--- src/rtl/node_link_arbiter.sv ---
// Round-robin N/E/S/W link arbiter feeding one valid/ready aggregation stream.
// Optional per-link saturating grant counters when NODE_ARB_STATS_EN is defined.
package my_pkg;
    localparam int PACKET_LENGTH = 32;
endpackage

module node_link_arbiter #(
    parameter int PW = my_pkg::PACKET_LENGTH,
    parameter int CNT_W = 16
) (
    input  logic                 clk,
    input  logic                 rst_n,
    input  logic signed [PW-1:0] n_in,
    input  logic signed [PW-1:0] e_in,
    input  logic signed [PW-1:0] s_in,
    input  logic signed [PW-1:0] w_in,
    input  logic                 n_valid_in,
    input  logic                 e_valid_in,
    input  logic                 s_valid_in,
    input  logic                 w_valid_in,
    output logic                 is_reading_n,
    output logic                 is_reading_e,
    output logic                 is_reading_s,
    output logic                 is_reading_w,
    output logic signed [PW-1:0] agg_data,
    output logic [1:0]           agg_src,
    output logic                 agg_valid,
    input  logic                 agg_ready,
    output logic                 busy
`ifdef NODE_ARB_STATS_EN
    ,
    input  logic                 stats_clr,
    output logic [CNT_W-1:0]     grant_cnt_n,
    output logic [CNT_W-1:0]     grant_cnt_e,
    output logic [CNT_W-1:0]     grant_cnt_s,
    output logic [CNT_W-1:0]     grant_cnt_w
`endif
);

    typedef enum logic {S_EMPTY, S_FULL} state_t;

    state_t               r_state;
    logic signed [PW-1:0] r_data;
    logic [1:0]           r_src;
    logic [1:0]           r_ptr;

    logic [3:0]           w_req;
    logic [3:0]           w_rd;
    logic                 w_found;
    logic                 w_grant;
    logic [1:0]           w_win;
    logic [1:0]           w_idx;
    logic signed [PW-1:0] w_sel_data;

    assign w_req = {w_valid_in, s_valid_in, e_valid_in, n_valid_in};

    // First requester at or after the pointer, wrapping W -> N.
    always_comb begin
        w_found = 1'b0;
        w_win   = r_ptr;
        w_idx   = '0;
        for (int i = 0; i < 4; i++) begin
            w_idx = r_ptr + 2'(i);
            if (!w_found && w_req[w_idx]) begin
                w_found = 1'b1;
                w_win   = w_idx;
            end
        end
    end

    // A new packet may enter when the register is empty or drains this cycle.
    assign w_grant = w_found && ((r_state == S_EMPTY) || agg_ready);
    assign w_rd    = w_grant ? (4'b0001 << w_win) : 4'b0000;

    always_comb begin
        case (w_win)
            2'd0:    w_sel_data = n_in;
            2'd1:    w_sel_data = e_in;
            2'd2:    w_sel_data = s_in;
            default: w_sel_data = w_in;
        endcase
    end

    always_ff @(posedge clk or negedge rst_n) begin
        if (!rst_n) begin
            r_state <= S_EMPTY;
            r_data  <= '0;
            r_src   <= '0;
            r_ptr   <= '0;
        end else if (w_grant) begin
            r_state <= S_FULL;
            r_data  <= w_sel_data;
            r_src   <= w_win;
            r_ptr   <= w_win + 2'd1;
        end else if (r_state == S_FULL && agg_ready) begin
            r_state <= S_EMPTY;
        end
    end

    assign is_reading_n = w_rd[0];
    assign is_reading_e = w_rd[1];
    assign is_reading_s = w_rd[2];
    assign is_reading_w = w_rd[3];
    assign agg_data     = r_data;
    assign agg_src      = r_src;
    assign agg_valid    = (r_state == S_FULL);
    assign busy         = (r_state == S_FULL);

`ifdef NODE_ARB_STATS_EN
    logic [CNT_W-1:0] r_cnt [4];

    // Clear has priority over a coincident grant; counters stick at all-ones.
    always_ff @(posedge clk or negedge rst_n) begin
        if (!rst_n) begin
            for (int i = 0; i < 4; i++) r_cnt[i] <= '0;
        end else begin
            for (int i = 0; i < 4; i++) begin
                if (stats_clr)
                    r_cnt[i] <= '0;
                else if (w_rd[i] && r_cnt[i] != '1)
                    r_cnt[i] <= r_cnt[i] + CNT_W'(1);
            end
        end
    end

    assign grant_cnt_n = r_cnt[0];
    assign grant_cnt_e = r_cnt[1];
    assign grant_cnt_s = r_cnt[2];
    assign grant_cnt_w = r_cnt[3];
`endif

endmodule

--- config.mk ---
export PLATFORM = sky130hd
export DESIGN_NAME = node_link_arbiter
export DESIGN_NICKNAME = d
export VERILOG_FILES = /design/src/rtl/node_link_arbiter.sv
export SDC_FILE = /design/constraint.sdc
export NUM_CORES = 1
export LEC_CHECK = 0
export ABC_CLOCK_PERIOD_IN_PS = 2400
export BUFFER_PORTS_ARGS = -buffer_cell sky130_fd_sc_hd__clkbuf_2
export CELL_PAD_IN_SITES_DETAIL_PLACEMENT = 1
export CELL_PAD_IN_SITES_GLOBAL_PLACEMENT = 1
export CORE_MARGIN = 8
export CORE_UTILIZATION = 26
export DETAILED_ROUTE_END_ITERATION = 7
export GPL_ROUTABILITY_DRIVEN = 0
export PLACE_DENSITY_LB_ADDON = 0.3
export SYNTH_ARGS = -nofsm -noshare
export SYNTH_HDL_FRONTEND = slang
export SYNTH_SLANG_ARGS = --single-unit
export TNS_END_PERCENT = 100
--- constraint.sdc ---
create_clock -name clk -period 2.4 [get_ports clk]
set_input_delay 0.24 -clock clk [delete_from_list [all_inputs] [get_ports clk]]
set_output_delay 0.24 -clock clk [all_outputs]
set_load 0.05 [all_outputs]
==> results of run 1 <==
sequential cells by signal (all words and copies together) (netlist names):
register,cells
agg_data,32
agg_src,2
agg_valid,1
r_ptr,2
critical path, stage by stage (launching register included):
cell and delay [ps]:
dfrtp_2 460, a2111o_1 450, and2_4 180, ha_2 210, buf_8 160, and3_4 160
buf_12 140
layout by cell type (no fill, tap or decap), types with 5 or more instances in the layout:
cell,n
clkbuf_2,171
mux2_2,6
buf_4,6
nand2_1,32
a222oi_1,32
mux2_4,27
clkbuf_8,7
o21ai_0,29
dfrtp_1,36
buf_12,5
path summary, 6_finish.rpt:
path | from | endpoint | slack [ps] | cells after the start
worst min register to register | agg_data[18]$_DFFE_PN0N_ | agg_data[18]$_DFFE_PN0N_ | 510 | 1
max in group asynchronous | rst_n | r_ptr[1]$_DFFE_PN0N_ | 2020 | 2
worst max-delay path | r_ptr[1]$_DFFE_PN0N_ | is_reading_n | 110 | 6
min in group clk | w_in[12] | agg_data[12]$_DFFE_PN0N_ | 290 | 4
worst max register to register | r_ptr[1]$_DFFE_PN0N_ | agg_data[29]$_DFFE_PN0N_ | 130 | 7
worst min-delay path | rst_n | agg_src[0]$_DFFE_PN0N_ | 10 | 2
timing repair:
item,4_1_cts,5_1_grt
buffers inserted,1,1
cloned,0,1
pin swaps,2,6
gates resized for setup,5,21
endpoints found under the setup margin,5,34
final cells by class:
cell class | count | share of cell area, %
Clock inverter | 1 | 0.138
Tap cell | 111 | 3.84
Clock buffer | 7 | 2.66
Timing Repair Buffer | 188 | 29.7
Sequential cell | 37 | 25.6
Multi-Input combinational cell | 164 | 38.0
metrics by stage:
stage	power, W	setup slack (ps)	std cells	hold WS (ps)	TNS (ps)
6_report	0.00462	113	508	10.5	0
3_3_place_gp	0.00401	35.4	497	331	0
2_1_floorplan	0.00319	140	226	-55.6	0
3_5_place_dp	0.00406	-40.1	497	340	-77.1
5_1_grt	0.00495	-33.7	508	39.1	-33.7
4_1_cts	0.00460	1.44	506	17.8	0
logic make-up (layout without fill, tap and decap cells):
kind of cell | Yosys count | count (layout)
flip-flops | 37 | 37
AND/OR/NAND/NOR | 50 | 50
adder cells (fa/ha/maj) | 5 | 5
buffers and inverters | 25 | 196
AO/OA/AOI/OAI | 76 | 76
multiplexers | 33 | 33
per-layer routing:
layer	part of all wire, %	vias to the layer above	GRT usage (%)
li1	-	1224	-
met1	41	1209	16.4
met2	52	100	27.5
met3	6.6	7	4.33
met4	0.66	0	3.01
met5	0	-	0
power by group:
part	internal, W	switching, W	total [W]
clock	0.000260	0.000226	0.000485
sequential	0.000905	0.000174	0.00108
combinational	0.00116	0.00190	0.00306
==> flow_summary.yaml, run 1 <==
status:
  status: "complete, no violations"
sta:
  period_share_pct: 95.3
  hold_viol: 0
  drv_slew: 0
  relSlewSlack_pct: 56.8
  fmax_ghz: 0.437
  tightestPinTransition_ps: 648
  finClkSkew_ps: 3.20
  setup_viol: 0
  period_needed_ps: 2290
logic_synthesis:
  synth-simple-area-share_pct: 9.60
  synth_edf_count: 0
  synth_top_family_by_area: "compound AO/OA/AOI/OAI gates"
  synth_area_per_cell_sq_um: 10.6
  yosysWarnings: 0
  muxShareOfSynthArea_pct: 19.8
  ys_seq_area_share_pct: 38.8
  synthTopCellsByArea: "dfrtp_1, mux2_4, a222oi_1"
  syn_area_sq_um: 2390
  ys_top_cells_by_count: "dfrtp_1, o21ai_0, nand2_1"
  synth-adder-area-share_pct: 2.62
  async_flop_share_pct: 100
  synth_compound_area_share_pct: 23.8
  synth_cell_types: 27
  synthXorXnorAreaFrac_pct: 0
  synth_most_common_cell: "dfrtp_1"
  synth_top_area_share_pct: 38.8
  synthCells: 226
  synth_flop_cell: "dfrtp_1"
  yosysTopAreaCell: "dfrtp_1"
  synth_fp_nets: 366
  ys_ff_latch: 37
detailed_routing:
  dr.pass1.iters: 6
  drtIter0Drc: 219
  drc_errors: 0
  detail_route.wl_per_cell_um: 18.8
  wl_mm: 9.56
  vias: 2540
  drtAntennaViolNets: 0
  routed_via_density: 5.00
clock_tree:
  cts_buffers: 5
  cts.sink_count: 37
  cts_hold_buf: 0
  cts_max_path_buffers: 2
  cts_tree: "done"
  clock_latency_ps: 280
  ctsHtreeMaxLevel: 2
  root_buffer: "clkbuf_8"
  path_clk_slew_ps: 70
cells_and_area:
  nFillCells: 1089
  multiInputGateArea_sq_um: 1380
  areaGrowthSynthToFinish_pct: 51.6
  diodes: 0
  drive_gt1_share_pct: 61.0
  nets: 536
  fin_area_sq_um: 3620
  final_util_pct: 39.9
  regArea_sq_um: 927
power_and_ir_drop:
  total_leakage_power_nw: 1.86
  irDropWorstVdd_mv: 0.495
  power.density_nw_per_um2: 1280
placed_design:
  dp_hpwl_mm: 7.26
  numPortBuffers: 174
  placed_area_sq_um: 3420
grt:
  grt_usage_pct: 14.9
  grt_overflow: 0
  first_global_vias: 2941
  grt_first_pass_wirelength_mm: 15.1
  antenna_found_initial: 0
  grt_max_degree: 38
worst_setup_path:
  startpoint_type: "register"
  worstSetupPathType: "reg -> out"
  crit_arrival_ps: 2050
  critPathMaxFanout: 16
  worstPathRequired_ps: 2160
  end_kind: "output port"
floorplanning:
  fp.dieH_um: 112
  rows: 35
  die-area_sq_um: 12500
  chipWidth_um: 112
  io_pins: 175
  initial_core_util_pct: 26.3
  fp.coreArea_sq_um: 9060
hold_path:
  hold_class: "in -> async"
flow_run:
  max_cap_violations: 0
No activity file was read; power rests on OpenSTA's default activity.
==> run 2, diff against run 1 <==
--- a/config.mk
+++ b/config.mk
@@ -13,6 +13,7 @@
 export CORE_UTILIZATION = 26
 export DETAILED_ROUTE_END_ITERATION = 7
 export GPL_ROUTABILITY_DRIVEN = 0
+export HOLD_SLACK_MARGIN = 0.1
 export PLACE_DENSITY_LB_ADDON = 0.3
 export SYNTH_ARGS = -nofsm -noshare
 export SYNTH_HDL_FRONTEND = slang
==> run 2 against run 1 <==
Compared with the run above: via count increased by 0.51%; hold slack improved by 280 ps; first-iteration DRC count decreased by 11%; flip-flop and latch count unchanged; setup slack improved by 0.69 ps; critical path depth unchanged; fmax about the same; sequential share of layout area decreased by 0.071 points; global-route usage increased by 0.057 points; critical path type unchanged; critical endpoint unchanged; largest cell class unchanged; final cell count increased by 0.20%; sequential power about the same; wire length decreased by 0.29%.
==> flow_summary.yaml, run 2 (synthesis gave the netlist of run 1 again) <==
worst_setup_path:
  max_stage_delay_ps: 460
  regToRegSetupSlack_ps: 130
  r2r_start: "r_ptr[1]$_DFFE_PN0N_"
  rr_endpoint: "agg_data[12]$_DFFE_PN0N_"
  cp_num_cells: 6
  path_buf_inv: 2
  crit_family: "flip-flops"
  worstSetupPathType: "reg -> out"
  end_kind: "output port"
  cp_cell_sequence: "a2111o_1, and2_4, ha_2, buf_8, and3_4, buf_12"
  critPathMaxFanout: 16
  crit_arrival_ps: 2050
  cp-startpoint: "r_ptr[1]$_DFFE_PN0N_"
  worstPathRequired_ps: 2160
  slowest_stage: "dfrtp_2"
  worstRegToRegCells: 7
  crit_end: "is_reading_n"
  startpoint_type: "register"
grt:
  grt_first_pass_wirelength_mm: 15.2
  grt_max_degree: 38
  antenna_found_initial: 0
  first_global_vias: 2947
  grt_overflow: 0
  grt_usage_pct: 14.9
sta:
  hold_viol: 0
  relSlewSlack_pct: 56.5
  drv_slew: 0
  fin_tns_setup_ps: 0
  finClkSkew_ps: 2.65
  setup_viol: 0
  period_needed_ps: 2290
  fmax_ghz: 0.437
  period_share_pct: 95.3
  finalWorstSetupSlack_ps: 114
  tightestPinTransition_ps: 652
clock_tree:
  clock_latency_ps: 280
  path_clk_slew_ps: 70
  ctsHtreeMaxLevel: 2
  root_buffer: "clkbuf_8"
  cts_max_path_buffers: 2
  cts_tree: "done"
  cts.sink_count: 37
  cts_buffers: 5
placed_design:
  place_inst: 497
  numPortBuffers: 174
  dp_hpwl_mm: 7.26
  preCtsSetupSlack_ps: -40.1
  placed_area_sq_um: 3420
cells_and_area:
  nFillCells: 1091
  drive_gt1_share_pct: 60.8
  final_cell_mix: "clkbuf_2, dfrtp_1, a222oi_1, nand2_1, o21ai_0"
  regArea_sq_um: 927
  diodes: 0
  stdcell_count: 509
  areaGrowthSynthToFinish_pct: 52.0
  nets: 537
  fin_area_sq_um: 3630
  final_common_cell: "clkbuf_2"
  largest_register_ffs: 32
  multiInputGateArea_sq_um: 1380
detailed_routing:
  wl_mm: 9.53
  dr.pass1.iters: 8
  drtAntennaViolNets: 0
  routed_via_density: 5.02
  detail_route.wl_per_cell_um: 18.7
  vias: 2553
  drtIter0Drc: 194
  drc_errors: 0
flow_run:
  max_cap_violations: 0
floorplanning:
  fp.coreArea_sq_um: 9060
  io_pins: 175
  chipWidth_um: 112
  initial_core_util_pct: 26.3
  die-area_sq_um: 12500
  rows: 35
  fp.dieH_um: 112
hold_path:
  hold_class: "in -> reg"
power_and_ir_drop:
  total_leakage_power_nw: 1.86
  power.density_nw_per_um2: 1270
  irDropWorstVdd_mv: 0.496
status:
  status: "complete, no violations"
run 2: layout make-up:
cell class | count | share of cell area [%]
clock inverters | 1 | 0.138
well taps | 111 | 3.83
flip-flops and latches | 37 | 25.6
multi-input cells | 164 | 37.9
repair buffers | 189 | 29.9
clock buffers | 7 | 2.66
run 2: power by group:
part	leakage (nW)	internal [W]	switching (W)	total, W
Combinational	1.36	0.00116	0.00190	0.00306
Sequential	0.452	0.000905	0.000174	0.00108
Clock	0.0542	0.000260	0.000226	0.000486
run 2: timing repair:
| item | 4_1_cts | 5_1_grt |
|---|---|---|
| hold buffers | 1 | 0 |
| gates resized for setup | 5 | 21 |
| pin swaps | 2 | 6 |
| buffers inserted | 1 | 1 |
| endpoints found under the hold margin | 37 | 0 |
| gates cloned | 0 | 1 |
| endpoints found under the setup margin | 5 | 34 |
run 2: worst register-to-register path: cells and delay by family (launching register included):
family | cells | cell delay, ps
DFF | 1 | 460
adders and majority gates | 1 | 210
AOI/OAI and AO/OA | 3 | 900
muxes | 1 | 260
buffers and inverters | 1 | 160
and+or+nand+nor | 1 | 180
run 2: worst min path at each step:
stage,startpoint,to,slack (ps),depth (start not counted)
2_1_floorplan,rst_n,agg_data[0]$_DFFE_PN0N_,-60,0
3_3_place_gp,rst_n,r_ptr[0]$_DFFE_PN0N_,330,2
3_5_place_dp,rst_n,agg_valid$_DFFE_PN0P_,340,2
4_1_cts,w_in[12],agg_data[12]$_DFFE_PN0N_,280,4
5_1_grt,w_in[12],agg_data[12]$_DFFE_PN0N_,300,4
6_report,w_in[12],agg_data[12]$_DFFE_PN0N_,290,4
run 2: per-stage QoR:
step,power [W],util [%],hold WS (ps)
after global placement,0.00401,37.8,331
after floorplan,0.00319,-,-55.6
after detailed placement,0.00406,37.8,340
after global routing,0.00495,40.0,296
after CTS,0.00461,39.2,275
final,0.00462,40.0,289
run 2: per-layer routing:
metal / track usage, % / share of wire, %
met1: 16.4 / 40
met2: 27.7 / 51
met3: 4.33 / 7.8
met4: 3.01 / 0.66
met5: 0 / 0
==> run 3, diff against run 2 <==
--- a/config.mk
+++ b/config.mk
@@ -5,7 +5,7 @@
 export SDC_FILE = /design/constraint.sdc
 export NUM_CORES = 1
 export LEC_CHECK = 0
-export ABC_CLOCK_PERIOD_IN_PS = 2400
+export ABC_CLOCK_PERIOD_IN_PS = 1900
 export BUFFER_PORTS_ARGS = -buffer_cell sky130_fd_sc_hd__clkbuf_2
 export CELL_PAD_IN_SITES_DETAIL_PLACEMENT = 1
 export CELL_PAD_IN_SITES_GLOBAL_PLACEMENT = 1
==> constraint.sdc (replaced) <==
create_clock -name clk -period 1.9 [get_ports clk]
set_input_delay 0.19 -clock clk [delete_from_list [all_inputs] [get_ports clk]]
set_output_delay 0.19 -clock clk [all_outputs]
set_load 0.05 [all_outputs]
==> run 3 against run 2 <==
Compared with the run above: hold slack lost 34 ps; sequential share of layout area is 1.5 points lower; clock power increased by 16%; critical path depth increased by 2; critical path type unchanged; largest power group unchanged; the flow now finishes with violations (setup timing); clock skew is 6.5 ps higher.
==> flow_summary.yaml, run 3 (synthesis gave the netlist of run 1 again) <==
status:
  status: "finished, violations left"
  violations: "setup timing"
floorplanning:
  initial_core_util_pct: 26.3
  fp.coreArea_sq_um: 9060
  rows: 35
  fp.dieH_um: 112
  die-area_sq_um: 12500
  chipWidth_um: 112
  io_pins: 175
sta:
  hold_viol: 0
  fin_tns_setup_ps: -9880
  rsz0062_at_grt: "true"
  drv_slew: 0
  tightestPinTransition_ps: 678
  finalWorstSetupSlack_ps: -336
  finClkSkew_ps: 9.15
  period_needed_ps: 2240
  hold_ws_ps: 255
  setup_viol: 36
  fmax_ghz: 0.447
  period_share_pct: 118
  relSlewSlack_pct: 54.8
grt:
  grt_max_degree: 37
  first_global_vias: 3180
  grt_first_pass_wirelength_mm: 15.9
  grt_overflow: 0
  antenna_found_initial: 0
  grt_usage_pct: 15.6
cells_and_area:
  stdcell_count: 526
  areaGrowthSynthToFinish_pct: 61.5
  largest_register_ffs: 32
  final_cell_mix: "clkbuf_2, dfrtp_1, nand2_1"
  final_util_pct: 42.5
  nets: 555
  drive_gt1_share_pct: 62.7
  diodes: 0
  nFillCells: 1078
  final_common_cell: "clkbuf_2"
worst_setup_path:
  cp_cell_sequence: "a21boi_1, o21bai_1, buf_4, and3_4, ha_4, buf_12, and3_4, buf_12"
  worstRegToRegCells: 7
  path_buf_inv: 3
  crit_arrival_ps: 2050
  critPathMaxFanout: 7
  end_kind: "output port"
  worstSetupPathType: "reg -> out"
  cp_num_cells: 8
  crit_family: "buffers and inverters"
  startpoint_type: "register"
  max_stage_delay_ps: 420
  worstPathRequired_ps: 1710
  slowest_stage: "dfrtp_2"
flow_run:
  max_cap_violations: 0
clock_tree:
  ctsHtreeMaxLevel: 2
  path_clk_slew_ps: 80
  cts.sink_count: 37
  cts_tree: "done"
  root_buffer: "clkbuf_8"
  cts_max_path_buffers: 2
  clock_latency_ps: 280
  cts_buffers: 5
placed_design:
  place_inst: 508
  dp_hpwl_mm: 7.88
  numPortBuffers: 174
hold_path:
  whs_path_depth: 4
  hold_class: "in -> reg"
power_and_ir_drop:
  irDropWorstVdd_mv: 0.701
  total_leakage_power_nw: 1.98
  power.density_nw_per_um2: 1630
detailed_routing:
  vias: 2690
  routed_via_density: 5.11
  drtAntennaViolNets: 0
  drc_errors: 0
  wl_mm: 10.2
  detail_route.wl_per_cell_um: 19.5
  dr.pass1.iters: 6
  drtIter0Drc: 222
-- run 3: changes by cell type in the layout (fill, tap and decap cells not counted), moves of 3 or more --
cell | before | now
o21ai_0 | 29 | 0
o21ai_1 | 4 | 32
buf_4 | 6 | 23
buf_12 | 5 | 8
ha_2 | 3 | 0
ha_4 | 1 | 4
-- run 3: worst paths after layout --
check / startpoint / to / slack (ps)
setup / recovery: r_ptr[1]$_DFFE_PN0N_ / is_reading_e / -340
hold / removal: w_in[12] / agg_data[12]$_DFFE_PN0N_ / 250
setup reg to reg: r_ptr[1]$_DFFE_PN0N_ / agg_data[18]$_DFFE_PN0N_ / -340
hold reg to reg: agg_data[4]$_DFFE_PN0N_ / agg_data[4]$_DFFE_PN0N_ / 510
max in group asynchronous: rst_n / r_ptr[1]$_DFFE_PN0N_ / 790
min in group asynchronous: rst_n / r_ptr[0]$_DFFE_PN0N_ / 410
-- run 3: final cells by class --
cell class / count / area (sq um) / area share, %
flip-flops and latches: 37 / 927 / 24.1
multi-input cells: 164 / 1420 / 36.8
repair buffers: 207 / 1280 / 33.3
clock buffers: 7 / 86.3 / 2.24
well taps: 111 / 139 / 3.61
-- run 3: repair_timing --
item | 4_1_cts | 5_1_grt
endpoints found under the setup margin | 36 | 36
hold buffers | 1 | 0
buffers inserted | 3 | 5
cloned | 0 | 2
resized for setup | 14 | 8
pin swaps | 12 | 32
hold endpoints to repair | 19 | 0
-- run 3: layer usage --
| layer | wire (um) | track usage (%) | vias to the layer above |
|---|---|---|---|
| li1 | - | - | 1258 |
| met1 | 4020 | 17.2 | 1309 |
| met2 | 5330 | 28.5 | 117 |
| met3 | 822 | 4.92 | 6 |
| met4 | 63 | 3.28 | 0 |
| met5 | 0 | 0 | - |
-- run 3: power by group --
group	internal [W]	switching, W
Combinational	0.00179	0.00257
Sequential	0.00114	0.000216
Clock	0.000288	0.000277
-- run 3: metrics by stage --
stage          total power [W]  instance area, sq um  worst slack (ps)
5_1_grt                0.00667                  3850              -437
2_1_floorplan          0.00432                  2530              -217
6_report               0.00628                  3850              -336
3_5_place_dp           0.00544                  3560              -442
4_1_cts                0.00615                  3730              -361
3_3_place_gp           0.00536                  3560              -390
-- run 3: worst min-delay path: cells and delay by family --
family	cells	cell delay, ps
muxes	1	140
AOI/OAI and AO/OA	1	60
and+or+nand+nor	1	40
buffers and inverters	1	80
